===== config.mk =====
export PLATFORM = sky130hd
export DESIGN_NAME = shift_add_mult4
export DESIGN_NICKNAME = d
export VERILOG_FILES = /design/src/rtl/shift_add_mult4.sv
export SDC_FILE = /design/constraint.sdc
export NUM_CORES = 1
export LEC_CHECK = 0
export CAP_MARGIN = 20
export CORE_UTILIZATION = 25
export DETAILED_ROUTE_END_ITERATION = 12
export GPL_TIMING_DRIVEN = 0
export PLACE_DENSITY = 0.57
export SLEW_MARGIN = 15
export SYNTH_ARGS = -nofsm -noshare
export SYNTH_HDL_FRONTEND = slang
export SYNTH_HIERARCHICAL = 1
export SYNTH_SLANG_ARGS = --single-unit

===== constraint.sdc =====
create_clock -name clk -period 1.86 [get_ports clk]
set_input_delay 0.186 -clock clk [delete_from_list [all_inputs] [get_ports clk]]
set_output_delay 0.186 -clock clk [all_outputs]
set_load 0.01 [all_outputs]

===== src/rtl/shift_add_mult4.sv =====
// ============================================================================
// Module   : shift_add_mult4 (with 4-bit inferred_adder slice)
// Brief    : Sequential 4x4 unsigned shift-and-add multiplier, 4 iterations.
// Revision : 1.0  initial release
// ============================================================================
`default_nettype none

module inferred_adder (
    input  logic [3:0] A,
    input  logic [3:0] B,
    input  logic       cin,
    output logic [3:0] Y,
    output logic       cout
);
    assign {cout, Y} = {1'b0, A} + {1'b0, B} + {4'b0000, cin};
endmodule

module shift_add_mult4 (
    input  logic       clk,
    input  logic       rst,
    input  logic       start,
    input  logic [3:0] a,
    input  logic [3:0] b,
    output logic       busy,
    output logic       done,
    output logic [7:0] product
);
    typedef enum logic [1:0] {
        IDLE = 2'd0,
        RUN  = 2'd1,
        DONE = 2'd2
    } state_t;

    state_t     state;
    state_t     state_nxt;

    logic [3:0] mcand;
    logic [3:0] acc;
    logic [3:0] mq;
    logic [1:0] cnt;

    logic [3:0] add_b;
    logic [3:0] add_y;
    logic       add_cout;
    logic [7:0] shifted;
    logic       last_iter;

    assign add_b     = mq[0] ? mcand : 4'h0;
    assign shifted   = {add_cout, add_y, mq[3:1]};
    assign last_iter = (state == RUN) && (cnt == 2'd3);
    assign busy      = (state != IDLE);

    inferred_adder u_adder (
        .A    (acc),
        .B    (add_b),
        .cin  (1'b0),
        .Y    (add_y),
        .cout (add_cout)
    );

    always_ff @(posedge clk or posedge rst) begin
        if (rst) begin
            state <= IDLE;
        end else begin
            state <= state_nxt;
        end
    end

    always_comb begin
        state_nxt = state;
        case (state)
            IDLE:    if (start) state_nxt = RUN;
            RUN:     if (cnt == 2'd3) state_nxt = DONE;
            DONE:    state_nxt = IDLE;
            default: state_nxt = IDLE;
        endcase
    end

    // The adder carry enters acc[3] on every shift, so no product bit is lost.
    always_ff @(posedge clk or posedge rst) begin
        if (rst) begin
            mcand   <= 4'h0;
            acc     <= 4'h0;
            mq      <= 4'h0;
            cnt     <= 2'd0;
            product <= 8'h00;
            done    <= 1'b0;
        end else begin
            done <= last_iter;
            case (state)
                IDLE: begin
                    if (start) begin
                        mcand <= a;
                        mq    <= b;
                        acc   <= 4'h0;
                        cnt   <= 2'd0;
                    end
                end
                RUN: begin
                    {acc, mq} <= shifted;
                    cnt       <= cnt + 2'd1;
                    if (cnt == 2'd3) begin
                        product <= shifted;
                    end
                end
                default: ;
            endcase
        end
    end
endmodule

`default_nettype wire

Word-level counts from Yosys, hierarchy flattened
Cells that the tools add are included.

cells by class
  reduce and logical (&&, ||, !) cells = 8
  equal/unequal tests = 4
  $add $sub $neg = 2
  mux-type cells = 10

operators by type and width
  operator               number
  $pmux W4 S2            2
  $mux W4                3
  $pmux W2 S2            2
  $reduce_and A2 Y1      4
  $mux W2                3
  $add A4 B4 Y5          1
  $reduce_bool A2 Y1     2
  $add A2 B1 Y2 const B  1
  $eq A2 B1 Y1 const B   1
  $eq A2 B2 Y1 const B   1
  $logic_not A2 Y1       1
  $ne A2 B1 Y1 const B   1
  $ne A2 B2 Y1 const B   1
  $logic_and A1 B1 Y1    1

storage, ports and cells
  logic and storage cells = 31
  input bits = 11
  register bits = 25
  output and inout bits = 10

Logic depth before layout (Yosys ltp)
  word-level depth = 3
  gate-level depth with buffers = 8
  mapped depth without buffers = 8

Cells and area by module
The synthesis kept the hierarchy.

by module, submodules not included
  module           cells an instance  area an instance (um2)  seq. area each (um2)  times used
  shift_add_mult4  79                 1051.0                  625.6                 1
  inferred_adder   16                 143.9                   0.0                   1

Worst setup path after synthesis
Ideal clock, no wire load.

  kind = flip-flop to flip-flop
  start point = reg mq[0]
  end point = reg product[7]
  arrival = 1697 ps
  period minus slack after synthesis = 1822 ps
  required time = 1735 ps
  buffers on the path = 0
  stages on the path, launching flop included = 9
  setup time = 125 ps
  path slack = 38 ps
  path through = dfrtp_1 -> and2_1 -> fa_1 -> inv_1 -> fa_1 -> nor2b_1 -> o21ai_0 -> nand2b_1 -> mux2_2

on the way
  word-level cells in the longest chain between the ends = 2

RTL lines
  item                    RTL line  RTL
  from (decl)             39        logic [3:0] mq;
  from (signal assigned)  100       {acc, mq} <= shifted;
  $mux W4                 48        assign add_b = mq[0] ? mcand : 4'h0;
  named net add_b[0]      42        logic [3:0] add_b;
  $add A4 B4 Y5           15        assign {cout, Y} = {1'b0, A} + {1'b0, B} + {4'b0000, cin};
  named net add_cout      44        logic add_cout;
  to (signal assigned)    103       product <= shifted;
  to (decl)               26        output logic [7:0] product

The timed path passes the listed nets, and every way through them passes these cells.
A chain may end at the register's enable or synchronous reset.

Worst setup path after layout
  start point = reg mcand[0]
  end point = reg product[7]

on the way
  word-level cells in the longest chain between the ends = 2

RTL lines
  item                    RTL line  RTL
  from (decl)             37        logic [3:0] mcand;
  from (signal assigned)  82        mcand <= 4'h0;
  from (signal assigned)  93        mcand <= a;
  $mux W4                 48
  named net add_b[0]      42
  $add A4 B4 Y5           15
  named net add_cout      44

The timed path passes the listed nets, and every way through them passes these cells.

==> impl_metrics.csv <==
group,metric,value,unit
status,status,"finished clean",
synth,yosys-top-cells-area,"dfrtp_1, mux2_2, ha_1, inv_1, a22o_1",
sta,slew_headroom,61.1,%
sta,fin_skew,0.00588,ns
critical_path,cp-start-kind,"flop",
layout,layout.nets,140,
critical_path,criticalPathCategory,"flop to flop",
die,num_rows,24,
place,gp_routability_congestion,0.722,
die,die_h,71.1,um
synth,yosys_warnings,6,
job,drv_cap,0,
die,die_area,0.00506,mm^2
grt,grt_usage,10.3,%
sta,period_share,99.2,%
sta,holdWs,0.191,ns
power,leakagePower,0.725,nW
route,vias,798,
sta,setup_violations,0,
worst_hold_path,min_path_type,"input port to async pin",
synth,syn_nets,112,
critical_path,r2r-start,"mcand[0]",
critical_path,critPathMaxFanout,2,
critical_path,r2r_slack,0.01,ns
synth,ys_types,25,
place,port_buffers,20,
power,ir_drop,0.607,mV
critical_path,regToRegEndpoint,"product[7]",
cts,clkLatencyLatePin,0.28,ns
synth,syn_area,0.00119,mm^2
layout,n_antenna_cell,0,
route,ant_nets,0,
cts,path_clk_slew,0.09,ns
die,io_pins,21,
die,initial_core_util,26.7,%
power,power_density,1720,mW/mm^2
layout,n_fill_cell,433,
cts,cts_tree,"built",
layout,final_layout_size_suffix_gt1_share,26.2,%
critical_path,ff2ff_path_depth,8,
critical_path,worstPathArrival,2.01,ns
cts,htreeDepth,1,
route,first_pass_iters,4,
sta,worstMarginPinSlew,0.582,ns
power,p_int,0.00175,W
power,power.total,0.00271,W
grt,grt_max_degree,26,
layout,area_growth,31.4,%
sta,min_period,1.85,ns
synth,synth_largest_area_cell,"dfrtp_1",
synth,synthCells,95,
route,drt-vias-per-instance,4.59,
grt,grt_pass1_vias,842,
place,place_hpwl,1610,um
grt,grt_pass1_wl,3960,um
die,core_area,0.00447,mm^2
sta,slew_viol_final,0,
route,drt-initial-drc-count,19,
cts,cts-root-buf,"clkbuf_8",
grt,antenna_found_initial,0,
synth,ys_ff_latch,25,
sta,hold_viol_final,0,
cts,cts_buffer_depth,2,
synth,synth_top_cell_area_share,52.4,%
power,p_clk_share,12.0,%
route,routedWlPerCell,13.4,um
cts,postCtsHoldBufs,0,
route,wl,2330,um
sta,maxClockFrequency,542,MHz
route,drc_errors,0,
critical_path,worstSetupEndpointType,"flop",
die,die_x,71.1,um
grt,gr-total-overflow,0,
power,switchingPower,0.000951,W
power,switching_share,35.1,%
power,seqPwrFrac,36.4,%
synth,seq_area_frac_synth,52.4,%
power,combPwrFrac,51.5,%
critical_path,crit_required,2.02,ns
cts,clock-sinks,25,
cts,cts_buffers,3,
sta,rsz0062_at_grt,"true",
synth,syn_avg_cell_area,12.6,um^2
-- repair_timing --
item | in CTS | in global routing
pin swaps | 0 | 5
gates resized for setup | 3 | 4
setup endpoints to repair | 3 | 4
buffers inserted | 1 | 2
-- per-stage QoR --
step	utilization, %	instances	setup slack [ns]	setup TNS [ns]	instance area (um^2)
finish	35.1	174	0.0143	0	1570
global route	35.1	174	-0.0572	-0.0771	1570
CTS	33.9	171	-0.0278	-0.0278	1520
detailed placement	32.6	167	-0.101	-0.147	1460
global placement	32.6	167	-0.0616	-0.0704	1460
floorplan	-	95	0.0385	0	1190
-- worst max-delay path by stage --
stage / from / to / slack (ns) / cells after the start
after global placement: mq[0] / product[7] / -0.06 / 8
final: mcand[0] / product[7] / 0.01 / 8
after global routing: mq[0] / product[7] / -0.06 / 8
after floorplan: mq[0] / product[7] / 0.04 / 8
after detailed placement: mq[0] / product[7] / -0.10 / 8
after CTS: mq[0] / product[7] / -0.03 / 8
-- Yosys cell counts, drive strengths merged --
library cell / count
nor3b: 4
nor2b: 2
or2: 1
o21ai: 1
mux2: 13
nand3b: 1
nand2b: 3
o21bai: 1
ha: 4
a21o: 1
dfrtp: 25
a21oi: 2
buf: 2
a221oi: 1
xnor2: 2
clkbuf: 1
nor4b: 4
inv: 12
fa: 2
conb: 1
and2: 4
a22o: 5
a211oi: 3
-- sequential cells by signal, summed over array words and instances, names as in the netlist --
| register | count |
|---|---|
| product | 8 |
| acc | 4 |
| mcand | 4 |
| mq | 4 |
| cnt | 2 |
| state | 2 |
| done | 1 |
-- per-layer routing --
| metal | track usage [%] | wire length (um) | vias to the layer above |
|---|---|---|---|
| li1 | - | - | 381 |
| met1 | 12.2 | 1070 | 399 |
| met2 | 17.9 | 1140 | 15 |
| met3 | 2.14 | 73 | 3 |
| met4 | 4.67 | 40 | 0 |
| met5 | 0 | 0 | - |
-- area by class of cell --
class	count	area [um^2]	area share (%)
Buffer	2	10.0	0.637
Clock buffer	3	41.3	2.63
Inverter	12	45.0	2.87
Tap cell	52	65.1	4.14
Clock inverter	1	5.00	0.319
Timing Repair Buffer	24	253	16.1
Multi-Input combinational cell	55	526	33.5
Sequential cell	25	626	39.8
-- worst max-delay path: stages, from the launching register on --
cell,delay (ns)
dfrtp_1,0.39
and2_4,0.16
fa_2,0.35
inv_2,0.07
fa_2,0.21
nor2b_1,0.05
o21ai_1,0.14
nand2b_1,0.10
mux2_2,0.26
-- logic make-up after synthesis --
kind of cell,after synthesis,synth area share [%]
buf+inv,15,4.92
simple gates,19,11.7
mux,13,12.3
fa+ha+maj,6,7.54
flops,25,52.4
compound gates,14,9.42
xor+xnor,2,1.47
other cells,1,0.314
-- cell usage in the layout (no fill, tap or decap), types with 2 or more instances in the layout --
cell             Yosys  final
nor3b_1              3      3
a211oi_1             3      3
nor2b_1              2      2
mux2_2              13     13
dfrtp_1             25     25
a22o_1               5      5
ha_1                 4      4
clkdlybuf4s50_1      0     19
buf_4                0      3
inv_1               12     11
fa_2                 0      2
nand2b_1             3      3
and2_1               4      3
buf_2                2      2
clkbuf_8             0      3
nor4b_1              4      4
-- power groups by stage --
stage               clock, W  sequential, W  combinational, W
CTS                 0.000345       0.000988           0.00133
detailed placement         0       0.000982           0.00131
global route        0.000374        0.00103           0.00155
global placement           0       0.000971           0.00127
floorplan                  0       0.000982          0.000870
finish              0.000326       0.000986           0.00139
(Power assumes the default switching activity.)
